===== src/rtl/pipe_stage_reg_pkg.sv =====
// Shared constants and controller state type for the inter-stage pipeline registers.
// Every stage builds its BUBBLE payload from INST_NOP so idle slots decode as a NOP.
package pipe_stage_reg_pkg;

    localparam logic [31:0] INST_NOP = 32'h0000_0013;  // addi x0, x0, 0

    // Stage payload widths: IF/ID = {pc, inst}, ID/EX and EX/MEM carry decoded operands.
    localparam int unsigned IF_ID_W  = 64;
    localparam int unsigned ID_EX_W  = 32 + 32 + 32 + 32 + 5 + 1;
    localparam int unsigned EX_MEM_W = 32 + 32 + 5 + 1;

    typedef enum logic [1:0] {
        StEmpty = 2'd0,
        StOne   = 2'd1,
        StFull  = 2'd2
    } skid_state_e;

endpackage


===== src/rtl/pipe_skid_slot.sv =====
// One valid+data pipeline entry: synchronous reset, load, and clear-to-BUBBLE.
// Clear wins over load so the owner can kill a beat unconditionally.
module pipe_skid_slot
    import pipe_stage_reg_pkg::*;
#(
    parameter int unsigned       DATA_W = 64,
    parameter logic [DATA_W-1:0] BUBBLE = '0
) (
    input  logic              clk,
    input  logic              rst,
    input  logic              load,
    input  logic              clear,
    input  logic [DATA_W-1:0] load_data,
    output logic              valid,
    output logic [DATA_W-1:0] data
);

    logic              valid_q;
    logic [DATA_W-1:0] data_q;

    always_ff @(posedge clk) begin
        if (rst || clear) begin
            valid_q <= 1'b0;
            data_q  <= BUBBLE;
        end else if (load) begin
            valid_q <= 1'b1;
            data_q  <= load_data;
        end
    end

    assign valid = valid_q;
    assign data  = data_q;

endmodule


===== src/rtl/pipe_stage_reg.sv =====
// Valid/ready pipeline stage register with flush and an optional 2-entry skid buffer.
// With SKID=1 in_ready_o is a flop, so no combinational path runs from out_ready_i.
module pipe_stage_reg
    import pipe_stage_reg_pkg::*;
#(
    parameter int unsigned       DATA_W = 64,
    parameter logic [DATA_W-1:0] BUBBLE = '0,
    parameter bit                SKID   = 1'b1
) (
    input  logic              clk,
    input  logic              rst,
    input  logic              flush_i,
    input  logic              in_valid_i,
    output logic              in_ready_o,
    input  logic [DATA_W-1:0] in_data_i,
    output logic              out_valid_o,
    input  logic              out_ready_i,
    output logic [DATA_W-1:0] out_data_o,
    output logic [1:0]        occ_o
);

    logic              in_fire;
    logic              out_fire;
    logic              m_valid;
    logic [DATA_W-1:0] m_data;

    assign in_fire     = in_valid_i & in_ready_o;
    assign out_fire    = m_valid & out_ready_i;
    assign out_valid_o = m_valid;
    assign out_data_o  = m_data;

    if (SKID) begin : g_skid
        skid_state_e       state_q, state_d;
        logic              ready_q;
        logic              m_load, m_clear, m_from_s;
        logic              s_load, s_clear, s_valid;
        logic [DATA_W-1:0] s_data;
        logic [DATA_W-1:0] m_src;

        always_comb begin
            state_d  = state_q;
            m_load   = 1'b0;
            m_clear  = 1'b0;
            m_from_s = 1'b0;
            s_load   = 1'b0;
            s_clear  = 1'b0;
            if (flush_i) begin
                state_d = StEmpty;
                m_clear = 1'b1;
                s_clear = 1'b1;
            end else begin
                unique case (state_q)
                    StEmpty: begin
                        if (in_fire) begin
                            state_d = StOne;
                            m_load  = 1'b1;
                        end
                    end
                    StOne: begin
                        if (in_fire && out_fire) begin
                            m_load = 1'b1;
                        end else if (in_fire) begin
                            state_d = StFull;
                            s_load  = 1'b1;
                        end else if (out_fire) begin
                            state_d = StEmpty;
                            m_clear = 1'b1;
                        end
                    end
                    StFull: begin
                        // in_ready_o is low here, so only the drain of M can happen.
                        if (out_fire) begin
                            state_d  = StOne;
                            m_load   = 1'b1;
                            m_from_s = 1'b1;
                            s_clear  = 1'b1;
                        end
                    end
                    default: state_d = StEmpty;
                endcase
            end
        end

        always_ff @(posedge clk) begin
            if (rst) begin
                state_q <= StEmpty;
                ready_q <= 1'b0;
            end else begin
                state_q <= state_d;
                ready_q <= (state_d != StFull);
            end
        end

        assign m_src = m_from_s ? s_data : in_data_i;

        pipe_skid_slot #(
            .DATA_W (DATA_W),
            .BUBBLE (BUBBLE)
        ) u_main (
            .clk       (clk),
            .rst       (rst),
            .load      (m_load),
            .clear     (m_clear),
            .load_data (m_src),
            .valid     (m_valid),
            .data      (m_data)
        );

        pipe_skid_slot #(
            .DATA_W (DATA_W),
            .BUBBLE (BUBBLE)
        ) u_skid (
            .clk       (clk),
            .rst       (rst),
            .load      (s_load),
            .clear     (s_clear),
            .load_data (in_data_i),
            .valid     (s_valid),
            .data      (s_data)
        );

        assign in_ready_o = ready_q;
        assign occ_o      = {1'b0, m_valid} + {1'b0, s_valid};
    end else begin : g_single
        logic m_load, m_clear;

        assign in_ready_o = ~m_valid | out_ready_i;
        assign m_load     = in_fire & ~flush_i;
        assign m_clear    = flush_i | (out_fire & ~in_fire);

        pipe_skid_slot #(
            .DATA_W (DATA_W),
            .BUBBLE (BUBBLE)
        ) u_main (
            .clk       (clk),
            .rst       (rst),
            .load      (m_load),
            .clear     (m_clear),
            .load_data (in_data_i),
            .valid     (m_valid),
            .data      (m_data)
        );

        assign occ_o = {1'b0, m_valid};
    end

endmodule


===== config.mk =====
export PLATFORM = sky130hd
export DESIGN_NAME = pipe_stage_reg
export DESIGN_NICKNAME = d
export VERILOG_FILES = /design/src/rtl/pipe_stage_reg_pkg.sv /design/src/rtl/pipe_skid_slot.sv /design/src/rtl/pipe_stage_reg.sv
export SDC_FILE = /design/constraint.sdc
export NUM_CORES = 1
export LEC_CHECK = 0
export ABC_CLOCK_PERIOD_IN_PS = 1900
export CORE_ASPECT_RATIO = 0.7
export CORE_UTILIZATION = 50
export DETAILED_ROUTE_END_ITERATION = 6
export PLACE_DENSITY = 0.81
export RECOVER_POWER = 50
export SLEW_MARGIN = 10
export SYNTH_ARGS = -nofsm -noshare
export SYNTH_HDL_FRONTEND = slang
export SYNTH_SLANG_ARGS = --single-unit

===== constraint.sdc =====
create_clock -name clk -period 1.9 [get_ports clk]
set_clock_uncertainty 0.05 [all_clocks]
set_input_delay 0.285 -clock clk [delete_from_list [all_inputs] [get_ports clk]]
set_output_delay 0.285 -clock clk [all_outputs]
set_load 0.03 [all_outputs]

==> impl_metrics.py <==
metrics = {
    "worst_setup_path": {
        "worstPathArrival_ns": 1.51,
        "crit_family": "buffers and inverters",
        "cp_slowest_cell": "dlygate4sd3_1",
        "required_ns": 1.56,
        "cp_num_buf_inv": 1,
        "end_kind": "primary output",
        "slowest_delay_ns": 0.75,
        "reg2reg_from": "g_skid.u_main.valid",
        "crit_path_start": "g_skid.u_main.data[26]",
        "critPathLaunchType": "flop",
        "crit_fanout": 2,
        "path_cells": "dlygate4sd3_1",
        "crit_type": "reg2out",
    },
    "power_and_ir_drop": {
        "p_leak_uw": 0.00271,
        "power_frac_seq": 0.420,
        "sw_frac_of_total": 0.225,
        "p_int_uw": 5300,
        "p_per_area_nw_per_um2": 877,
        "peakVddDrop_mv": 0.566,
        "power.share.clock": 0.474,
        "combPwrFrac": 0.106,
        "power.switching_uw": 1540,
    },
    "placement": {
        "placed_cell_area_um2": 7270,
        "gp_congestion": 0.903,
        "io_buffers": 136,
        "place_inst": 865,
        "hpwl_um": 9990,
    },
    "route": {
        "first_iter_violations": 319,
        "totalWireLength_um": 14900,
        "ant_nets": 0,
        "drcViolationCount": 0,
        "drtPass1Iterations": 5,
        "vias_per_cell": 5.48,
        "routedWlPerCell_um": 16.7,
        "vias": 4894,
    },
    "finish": {
        "finalNetCount": 801,
        "regArea_um2": 2660,
        "multi_input_area_um2": 2650,
        "area_growth_pct": 38.0,
        "antenna_cells": 0,
        "postLayoutCoreUtil": 0.709,
        "drive_above_1_share": 0.157,
        "fillers": 778,
        "stdcell_area_um2": 7800,
        "instances_no_fill": 893,
    },
    "synth": {
        "synth_area_leaders": "dfxtp_1, a211oi_2, mux2i_1",
        "yosysUniqueCellTypes": 25,
        "yosysTopAreaCellShare": 0.471,
        "ys_top_cells_by_count": "dfxtp_1, nand2_1, nor2_1, a21oi_1, mux2i_1",
        "synth_seq_cells": 133,
        "yosysWarnings": 0,
        "synth.most_common_cell": "dfxtp_1",
        "yosysTopAreaCell": "dfxtp_1",
        "syn_avg_cell_area_um2": 9.53,
        "syn_inst": 593,
        "synth_edf_count": 0,
        "synth_nets": 663,
        "synth_ff_type": "dfxtp_1",
        "syn_area_um2": 5650,
        "seq_area_frac_synth": 0.471,
        "ys_async_sr_fraction": 0,
    },
    "floorplanning": {
        "die_w_um": 129,
        "io_pins": 137,
        "placementRows": 32,
        "dieHeight_um": 91.0,
        "core_um2": 11000,
        "dieArea_um2": 11700,
        "start_util": 0.514,
    },
    "hold_path": {
        "hp-class": "reg2reg",
        "min_from": "g_skid.u_skid.data[0]",
    },
    "sta": {
        "post-route-min-period_ns": 1.84,
        "final_hold_viol_count": 0,
        "whs_ns": 0.404,
        "fin_crit_sh": 0.970,
        "fin_tns_setup_ns": 0,
        "relSlewSlack": 0.697,
        "rsz0062_at_grt": "false",
        "setup_violations": 0,
        "report.final.slew_viol_count": 0,
        "worst_pin_slew_ns": 0.455,
        "fmax_ghz": 0.542,
    },
    "clock_tree": {
        "clk_pin_slew_ns": 0.06,
        "cts-root-buf": "clkbuf_16",
        "cts_sinks": 133,
        "numCtsBuffers": 17,
        "htreeDepth": 4,
        "tritoncts": "done",
        "clockBufferDepth": 2,
        "cts_hold_buf": 0,
        "clk_latency_ns": 0.40,
    },
    "global_routing": {
        "grt_pass1_wl_um": 24500,
        "grt_pass1_vias": 5067,
        "grt_max_degree": 30,
        "grtUsageTotal": 0.267,
        "antenna_found_initial": 0,
        "globalRouteOverflowTotal": 0,
    },
    "run_status": {
        "run_status": "completed",
    },
    "job": {
        "drv_cap": 0,
    },
}
## path summary, 6_finish.rpt
| check | to | slack (ns) | depth (start not counted) |
|---|---|---|---|
| min | g_skid.u_skid.data[0] | 0.40 | 2 |
| max | out_data_o[26] | 0.06 | 1 |
| max reg2reg | g_skid.u_skid.data[33] | 0.07 | 5 |
| min reg2reg | g_skid.u_skid.data[0] | 0.40 | 2 |
## cells by family after synthesis
kind of cell             count (synthesis)  synth area share
multiplexers                            64             0.113
adder cells (fa/ha/maj)                  1           0.00221
buffers and inverters                   49            0.0604
AND/OR/NAND/NOR                        210             0.150
AO/OA/AOI/OAI                          135             0.202
XOR/XNOR                                 1           0.00155
flip-flops                             133             0.471
## routing by layer
metal	vias up	track usage	part of all wire
met5	-	0	0
met4	0	0.0853	0.0050
met2	161	0.449	0.48
met3	11	0.0654	0.067
li1	2307	-	-
met1	2415	0.333	0.44
## state kept, by name (all words and copies together), names as in the netlist
name                 count
g_skid.u_main.data      64
g_skid.u_skid.valid      1
g_skid.u_skid.data      64
g_skid.state_q           2
in_ready_o               1
g_skid.u_main.valid      1
## cell type report
| class | count | area share |
|---|---|---|
| timing repair buffer | 167 | 0.220 |
| clock buffer | 23 | 0.0612 |
| inverter | 1 | 0.000481 |
| tap | 153 | 0.0245 |
| clock inverter | 5 | 0.0128 |
| multi-input combinational | 411 | 0.340 |
| sequential | 133 | 0.341 |
## layout by cell type, fill, tap and decap left out, drive strengths merged
| master | n |
|---|---|
| dfxtp | 133 |
| and3 | 1 |
| inv | 1 |
| clkdlybuf4s50 | 86 |
| nor2 | 69 |
| or4 | 1 |
| dlygate4sd3 | 47 |
| and2 | 3 |
| a211oi | 64 |
| clkbuf | 25 |
| dlygate4sd2 | 3 |
| o31ai | 1 |
| buf | 29 |
| clkinv | 2 |
| ha | 1 |
| a31oi | 1 |
| bufinv | 3 |
| a21oi | 65 |
| nand4b | 1 |
| o21ai | 3 |
| nand2 | 132 |
| xor2 | 1 |
| a21boi | 1 |
| nand2b | 2 |
| nor4 | 1 |
| mux2i | 64 |
## timing repair
action | 4_1_cts | 5_1_grt
resized for setup | 3 | 0
buffers inserted | 0 | 0
endpoints found under the setup margin | 3 | 0
## stage by stage
step	worst slack, ns	power, µW
final	0.0563	6850
after global routing	0.0123	7070
after CTS	0.0632	6910
after detailed placement	-0.262	3680
after global placement	-0.222	3660
after floorplan	0.116	3310
## power groups by stage
stage / clock network, µW / logic, µW / registers (µW)
after floorplan: 0 / 277 / 3030
after global placement: 0 / 723 / 2940
after detailed placement: 0 / 741 / 2940
after CTS: 3280 / 747 / 2880
after global routing: 3420 / 768 / 2880
final: 3240 / 725 / 2880
Note: power is estimated with default switching activity, not from simulation.
